## src/rtl/cpu_pkg.sv

```systemverilog
// Shared CPU core definitions: field widths, opcode field position and the
// fetch state encoding used by the fetch sequencer.
package cpu_pkg;

  localparam int unsigned ADDR_W    = 5;
  localparam int unsigned INSTR_W   = 16;
  localparam int unsigned OPCODE_W  = 5;
  localparam int unsigned OPCODE_HI = 15;
  localparam int unsigned OPCODE_LO = 11;

  localparam logic [OPCODE_W-1:0] HALT_OP = 5'b11111;

  typedef enum logic [1:0] {
    IDLE  = 2'd0,
    FETCH = 2'd1,
    ISSUE = 2'd2,
    HALT  = 2'd3
  } fetch_state_t;

endpackage

```

## src/rtl/fetch_sequencer.sv

```systemverilog
// Program counter and fetch controller: addresses program_memory, registers the
// returned instruction and hands it to decode over a valid/ready handshake.
module fetch_sequencer
  import cpu_pkg::*;
#(
  parameter int unsigned          ADDR_W   = cpu_pkg::ADDR_W,
  parameter int unsigned          INSTR_W  = cpu_pkg::INSTR_W,
  parameter logic [ADDR_W-1:0]    RESET_PC = '0,
  parameter logic [OPCODE_W-1:0]  HALT_OP  = cpu_pkg::HALT_OP,
  parameter int unsigned          CNT_W    = 8
) (
  input  logic               clk,
  input  logic               reset_n,
  input  logic               start,
  output logic [ADDR_W-1:0]  pm_addr,
  input  logic [INSTR_W-1:0] pm_data,
  output logic [INSTR_W-1:0] instr,
  output logic               instr_valid,
  input  logic               instr_ready,
  input  logic               redirect_valid,
  input  logic [ADDR_W-1:0]  redirect_addr,
  output logic [ADDR_W-1:0]  pc,
  output logic               halted,
  output logic [CNT_W-1:0]   retired_cnt
);

  fetch_state_t        state;
  logic [OPCODE_W-1:0] opcode;
  logic                is_halt;

  assign pm_addr = pc;
  assign opcode  = instr[OPCODE_HI:OPCODE_LO];
  assign is_halt = (opcode == HALT_OP);

  always_ff @(posedge clk or negedge reset_n) begin
    if (!reset_n) begin
      state       <= IDLE;
      pc          <= RESET_PC;
      instr       <= '0;
      instr_valid <= 1'b0;
      halted      <= 1'b0;
      retired_cnt <= '0;
    end else begin
      case (state)
        IDLE: begin
          if (start) begin
            pc    <= RESET_PC;
            state <= FETCH;
          end
        end
        FETCH: begin
          if (redirect_valid) begin
            pc <= redirect_addr;
          end else begin
            instr       <= pm_data;
            instr_valid <= 1'b1;
            state       <= ISSUE;
          end
        end
        ISSUE: begin
          // A taken branch squashes the held instruction even if decode is ready.
          if (redirect_valid) begin
            instr_valid <= 1'b0;
            pc          <= redirect_addr;
            state       <= FETCH;
          end else if (instr_ready) begin
            instr_valid <= 1'b0;
            if (retired_cnt != '1) retired_cnt <= retired_cnt + 1'b1;
            if (is_halt) begin
              halted <= 1'b1;
              state  <= HALT;
            end else begin
              pc    <= pc + 1'b1;
              state <= FETCH;
            end
          end
        end
        HALT: begin
          if (start) begin
            halted <= 1'b0;
            pc     <= RESET_PC;
            state  <= FETCH;
          end
        end
        default: state <= IDLE;
      endcase
    end
  end

endmodule

```

## config.mk

```make
export PLATFORM = sky130hd
export DESIGN_NAME = fetch_sequencer
export DESIGN_NICKNAME = d
export VERILOG_FILES = /design/src/rtl/cpu_pkg.sv /design/src/rtl/fetch_sequencer.sv
export SDC_FILE = /design/constraint.sdc
export NUM_CORES = 1
export LEC_CHECK = 0
export CELL_PAD_IN_SITES_DETAIL_PLACEMENT = 0
export CELL_PAD_IN_SITES_GLOBAL_PLACEMENT = 1
export CORE_ASPECT_RATIO = 1.4
export CORE_MARGIN = 8
export CORE_UTILIZATION = 34
export CTS_BUF_LIST = sky130_fd_sc_hd__clkbuf_4
export CTS_CLUSTER_DIAMETER = 200
export DETAILED_ROUTE_END_ITERATION = 12
export PLACE_DENSITY_LB_ADDON = 0.12
export REMOVE_ABC_BUFFERS = 1
export SKIP_LAST_GASP = 1
export SYNTH_ARGS = -nofsm -noshare
export SYNTH_HDL_FRONTEND = slang
export SYNTH_SLANG_ARGS = --single-unit
```

## constraint.sdc

```tcl
create_clock -name clk -period 2.2 [get_ports clk]
set_input_delay 0.22 -clock clk [delete_from_list [all_inputs] [get_ports clk]]
set_output_delay 0.22 -clock clk [all_outputs]
set_load 0.02 [all_outputs]
```

Yosys cells after proc, flatten, opt, wreduce, memory -nomap -nowiden
Index checks and enable logic that the tools add are counted.
{"block": "op_classes", "n_addsub": 2, "eq_ne": 14, "n_mux": 21, "bitwise_logic": 1, "reduce_logical": 10}
{"cell": "2-to-1 mux 5 bit", "n": 5}
{"cell": "one-hot mux 5 bit (3 select lines)", "n": 1}
{"cell": "!= test 2 bit (second input constant)", "n": 6}
{"cell": "2-to-1 mux 2 bit", "n": 5}
{"cell": "adder 8 x 1 -> 8 bit (second input constant)", "n": 1}
{"cell": "!= test 8 bit (second input constant)", "n": 1}
{"cell": "AND reduction 4 bit", "n": 2}
{"cell": "2-to-1 mux 1 bit", "n": 7}
{"cell": "!= test 3 bit (second input constant)", "n": 2}
{"cell": "one-hot mux 2 bit (3 select lines)", "n": 1}
{"cell": "AND reduction 3 bit", "n": 2}
{"cell": "adder 5 x 1 -> 5 bit (second input constant)", "n": 1}
{"cell": "== test 5 bit (second input constant)", "n": 1}
{"cell": "AND reduction 5 bit", "n": 1}
{"cell": "== test 2 bit (second input constant)", "n": 2}
{"cell": "one-hot mux 1 bit (2 select lines)", "n": 2}
{"cell": "nonzero test 2 bit", "n": 2}
{"cell": "== test 2 x 1 -> 1 bit (second input constant)", "n": 1}
{"cell": "zero test 2 bit", "n": 1}
{"cell": "!= test 2 x 1 -> 1 bit (second input constant)", "n": 1}
{"cell": "AND reduction 2 bit", "n": 1}
{"cell": "OR reduction 2 bit", "n": 1}
{"cell": "NOT 1 bit", "n": 1}
{"block": "word_totals", "reg_bits": 33, "in_bits": 26, "out_inout_bits": 36, "elab_cells": 54}

Logic depth before layout (Yosys ltp)
{"block": "logic_depth", "depth_word": 5, "depth_mapped": 7, "depth_no_buf": 6}

Worst setup path before layout
No wires, ideal clock.
{"block": "synth_timing", "path_kind": "reg2reg", "startpoint": "register state[1]", "endpoint": "register instr[0]", "setup_time_ns": 0.125, "arrival_ns": 1.515, "t_required_ns": 2.075, "path_slack_ns": 0.560, "path_stages_with_launch": 7, "n_path_buf": 2, "synth_period_minus_slack_ns": 1.640, "cell_sequence": "dfrtp_1 inv_1 ha_1 nor2b_1 buf_2 buf_2 mux2_2"}
{"block": "synth_between", "elab_chain_cells": 2}
{"item": "start: declaration", "line_no": "fetch_sequencer.sv:27", "text": "fetch_state_t state;"}
{"item": "start signal: assignment", "line_no": "fetch_sequencer.sv:37", "text": "state <= IDLE;"}
{"item": "start signal: assignment", "line_no": "fetch_sequencer.sv:48", "text": "state <= FETCH;"}
{"item": "start signal: assignment", "line_no": "fetch_sequencer.sv:57", "text": "state <= ISSUE;"}
{"item": "== test 2 x 1 -> 1 bit", "line_no": "fetch_sequencer.sv:44", "text": "case (state)"}
{"item": "AND reduction 2 bit (no line)"}
{"item": "end signal: assignment", "line_no": "fetch_sequencer.sv:55", "text": "instr <= pm_data;"}
{"item": "end: declaration", "line_no": "fetch_sequencer.sv:17", "text": "output logic [INSTR_W-1:0] instr,"}
No other way between the ends.
A chain may end at the register's enable or synchronous reset.

Worst setup path in the final report
{"block": "layout_timing", "startpoint": "register state[0]", "endpoint": "register pc[2]"}
{"block": "layout_between", "elab_chain_cells": 4, "word_cells_on_any_way": 11, "cone_classes": "eq/ne (7); mux (1); reduce/logical (3)"}
{"item": "== test 2 bit or zero test 2 bit (tied branches)", "line_no": "fetch_sequencer.sv:44"}
{"item": "OR reduction 2 bit (no line)"}
{"item": "!= test 2 x 1 -> 1 bit (no line)"}
{"item": "AND reduction 4 bit (no line)"}
{"item": "end signal: assignment", "line_no": "fetch_sequencer.sv:53", "text": "pc <= redirect_addr;"}
{"item": "end signal: assignment", "line_no": "fetch_sequencer.sv:64", "text": "pc <= redirect_addr;"}
{"item": "end signal: assignment", "line_no": "fetch_sequencer.sv:73", "text": "pc <= pc + 1'b1;"}
{"item": "end: declaration", "line_no": "fetch_sequencer.sv:22", "text": "output logic [ADDR_W-1:0] pc,"}
Several ways; a longest one is shown, not always the timed one.

==> qor.yml <==
grt_pass1_wl_um: 7110
overflow: 0
maxSlewViolCount: 0
grt_max_degree: 34
setup.worst_path.class: "reg -> reg"
power_density_nw_per_um2: 1420
clk_pin_slew_ps: 120
cts_setup_buffers: 0
min_period_over_period_pct: 85.0
postRouteAntennaNets: 0
yosysSeqAreaShare_pct: 50.6
wirelength_um: 4280
port_buffers: 61
drt_first_pass_iters: 4
crit_chain: "inv_1, ha_1, nor2b_1, nand4_2, and2_1, a22o_1"
drc: 0
max_cap_violations: 0
fp.dieH_um: 98.0
min_path_type: "in -> async"
cts_buffers: 5
synthArstFlopShare_pct: 100
setup_viol: 0
synth_ff_type: "dfrtp_1"
nets: 239
crit_path_top_delay_cell: "dfrtp_1"
clock_latency_ps: 340
syn_inst: 143
worstPathMaxFanout: 9
status: "complete, no violations"
vias_per_cell: 4.88
worstSetupEndpointType: "register"
antenna_cells: 0
critPathBufInv: 1
yosysWarnings: 0
post-route-cell-area_um2: 2390
grt_pass1_vias: 1448
vias: 1328
drt_iter0_drc: 101
arrival_ps: 2120
area_growth_pct: 46.7
die_area_um2: 7310
fin_tns_setup_ps: 0
synth_area_per_cell_um2: 11.4
placed_area_um2: 2310
die_w_um: 74.6
crit_path_max_incr_delay_ps: 440
drive_gt1_share_pct: 17.3
tritoncts: "yes"
ys_ff_latch: 33
synth_edf_count: 0
gp_congestion: 0.824
ir_worst_vdd_mv: 0.757
antenna_found_initial: 0
holdBufCountCts: 0
pin_count: 62
worst_ep_required_time_ps: 2450
initial_utilization_pct: 34.5
critPathLaunchType: "register"
wire_per_inst_um: 15.7
core_area_um2: 4730
cts.sinks: 33
worst_slew_margin_rel_pct: 71.8
cts_resized: 0
finalClockSkew_ps: 12.2
track_usage_pct: 12.4
timing.final.hold_violations: 0
clk_path_buf_depth: 2
ys_types: 31
ctsRootBufferMaster: "clkbuf_4"
fmax_mhz: 535
hpwlAfterDp_um: 3300
min_period_ps: 1870
worstMarginPinSlew_ps: 422
p_leak_nw: 1.03
syn_area_um2: 1630
cp_top_family: "simple AND/OR/NAND/NOR gates"
cts-htree-levels: 2
row_count: 30
rsz0062_at_grt: "no"
==> per-layer routing <==
layer / routed length (um) / vias up / global-route usage [%]
li1: - / 627 / -
met1: 1600 / 648 / 13.0
met2: 2150 / 47 / 20.3
met3: 440 / 6 / 5.95
met4: 82 / 0 / 5.45
met5: 0 / - / 0
==> cells in the mapped netlist (all sizes together) (3+ instances only) <==
master	n	area, um2
dfrtp	33	826
xnor2	3	26.3
buf	8	52.6
ha	6	75.1
xor2	6	52.6
a31oi	3	18.8
a22o	3	26.3
nand2	6	22.5
nand3	9	45.0
nor3	4	31.3
mux2	18	203
a21oi	7	35.0
o21ai	6	30.0
nor2	5	18.8
inv	6	22.5
nor2b	3	18.8
==> where the power goes <==
part / internal [mW] / switching (mW)
registers: 0.868 / 0.229
logic: 0.946 / 0.894
clock network: 0.241 / 0.223
total: 2.05 / 1.35
==> metrics by stage <==
| stage | std cells | setup WS, ps | hold slack (ps) | power, mW | util [%] |
|---|---|---|---|---|---|
| finish | 272 | 330 | 273 | 3.40 | 50.6 |
| global placement | 264 | 351 | 476 | 2.93 | 48.9 |
| floorplan | 133 | -27.9 | -75.6 | 2.09 | - |
| CTS | 272 | 328 | 280 | 3.45 | 50.6 |
| detailed placement | 264 | 278 | 503 | 2.97 | 48.9 |
| global route | 272 | 174 | 292 | 3.65 | 50.6 |
==> placed cells by master, fill, tap and decap left out, types with 2 or more instances in the layout <==
master,instances
clkdlybuf4s50_1,61
dfrtp_1,33
mux2_2,18
nand3_1,9
a21oi_1,7
inv_1,6
xor2_1,6
nand2_1,6
o21ai_0,6
ha_1,6
buf_4,6
nor2_1,5
clkbuf_4,5
xnor2_1,3
a31oi_1,3
nor3_1,3
a22o_1,3
nor2b_1,2
and3_1,2
and2_1,2
a22oi_1,2
==> worst paths after layout <==
path | startpoint | endpoint | slack [ps] | cells after the start
worst min-delay path | reset_n | pc[4] | 270 | 2
worst max register to register | state[0] | pc[2] | 330 | 6
min in group clk | redirect_addr[3] | pc[3] | 480 | 3
max in group asynchronous | reset_n | instr[10] | 1620 | 2
worst max-delay path | state[0] | pc[2] | 330 | 6
worst min register to register | retired_cnt[6] | retired_cnt[6] | 510 | 1
==> kinds of logic (layout without fill, tap and decap cells) <==
kind of cell	count (synthesis)	in the layout	synth area share, %
adders and majority gates	6	6	4.60
DFF	33	33	50.6
AOI/OAI and AO/OA	26	26	10.6
muxes	18	18	12.4
buffers and inverters	16	81	5.06
and+or+nand+nor	35	35	12.0
xor gates and xnor gates	9	9	4.83
==> registers in the layout (all words and copies together), names as in the netlist <==
name,flops
instr_valid,1
pc,5
halted,1
state,2
instr,16
retired_cnt,8
==> layout make-up <==
| cell class | count | area, um2 |
|---|---|---|
| clock inverters | 3 | 46.3 |
| multi-input cells | 94 | 727 |
| inverters | 6 | 22.5 |
| well taps | 64 | 80.1 |
| fillers | 471 | 2330 |
| flip-flops and latches | 33 | 826 |
| clock buffers | 5 | 37.5 |
| repair buffers | 67 | 656 |
Power figures use the tool's default switching activity.
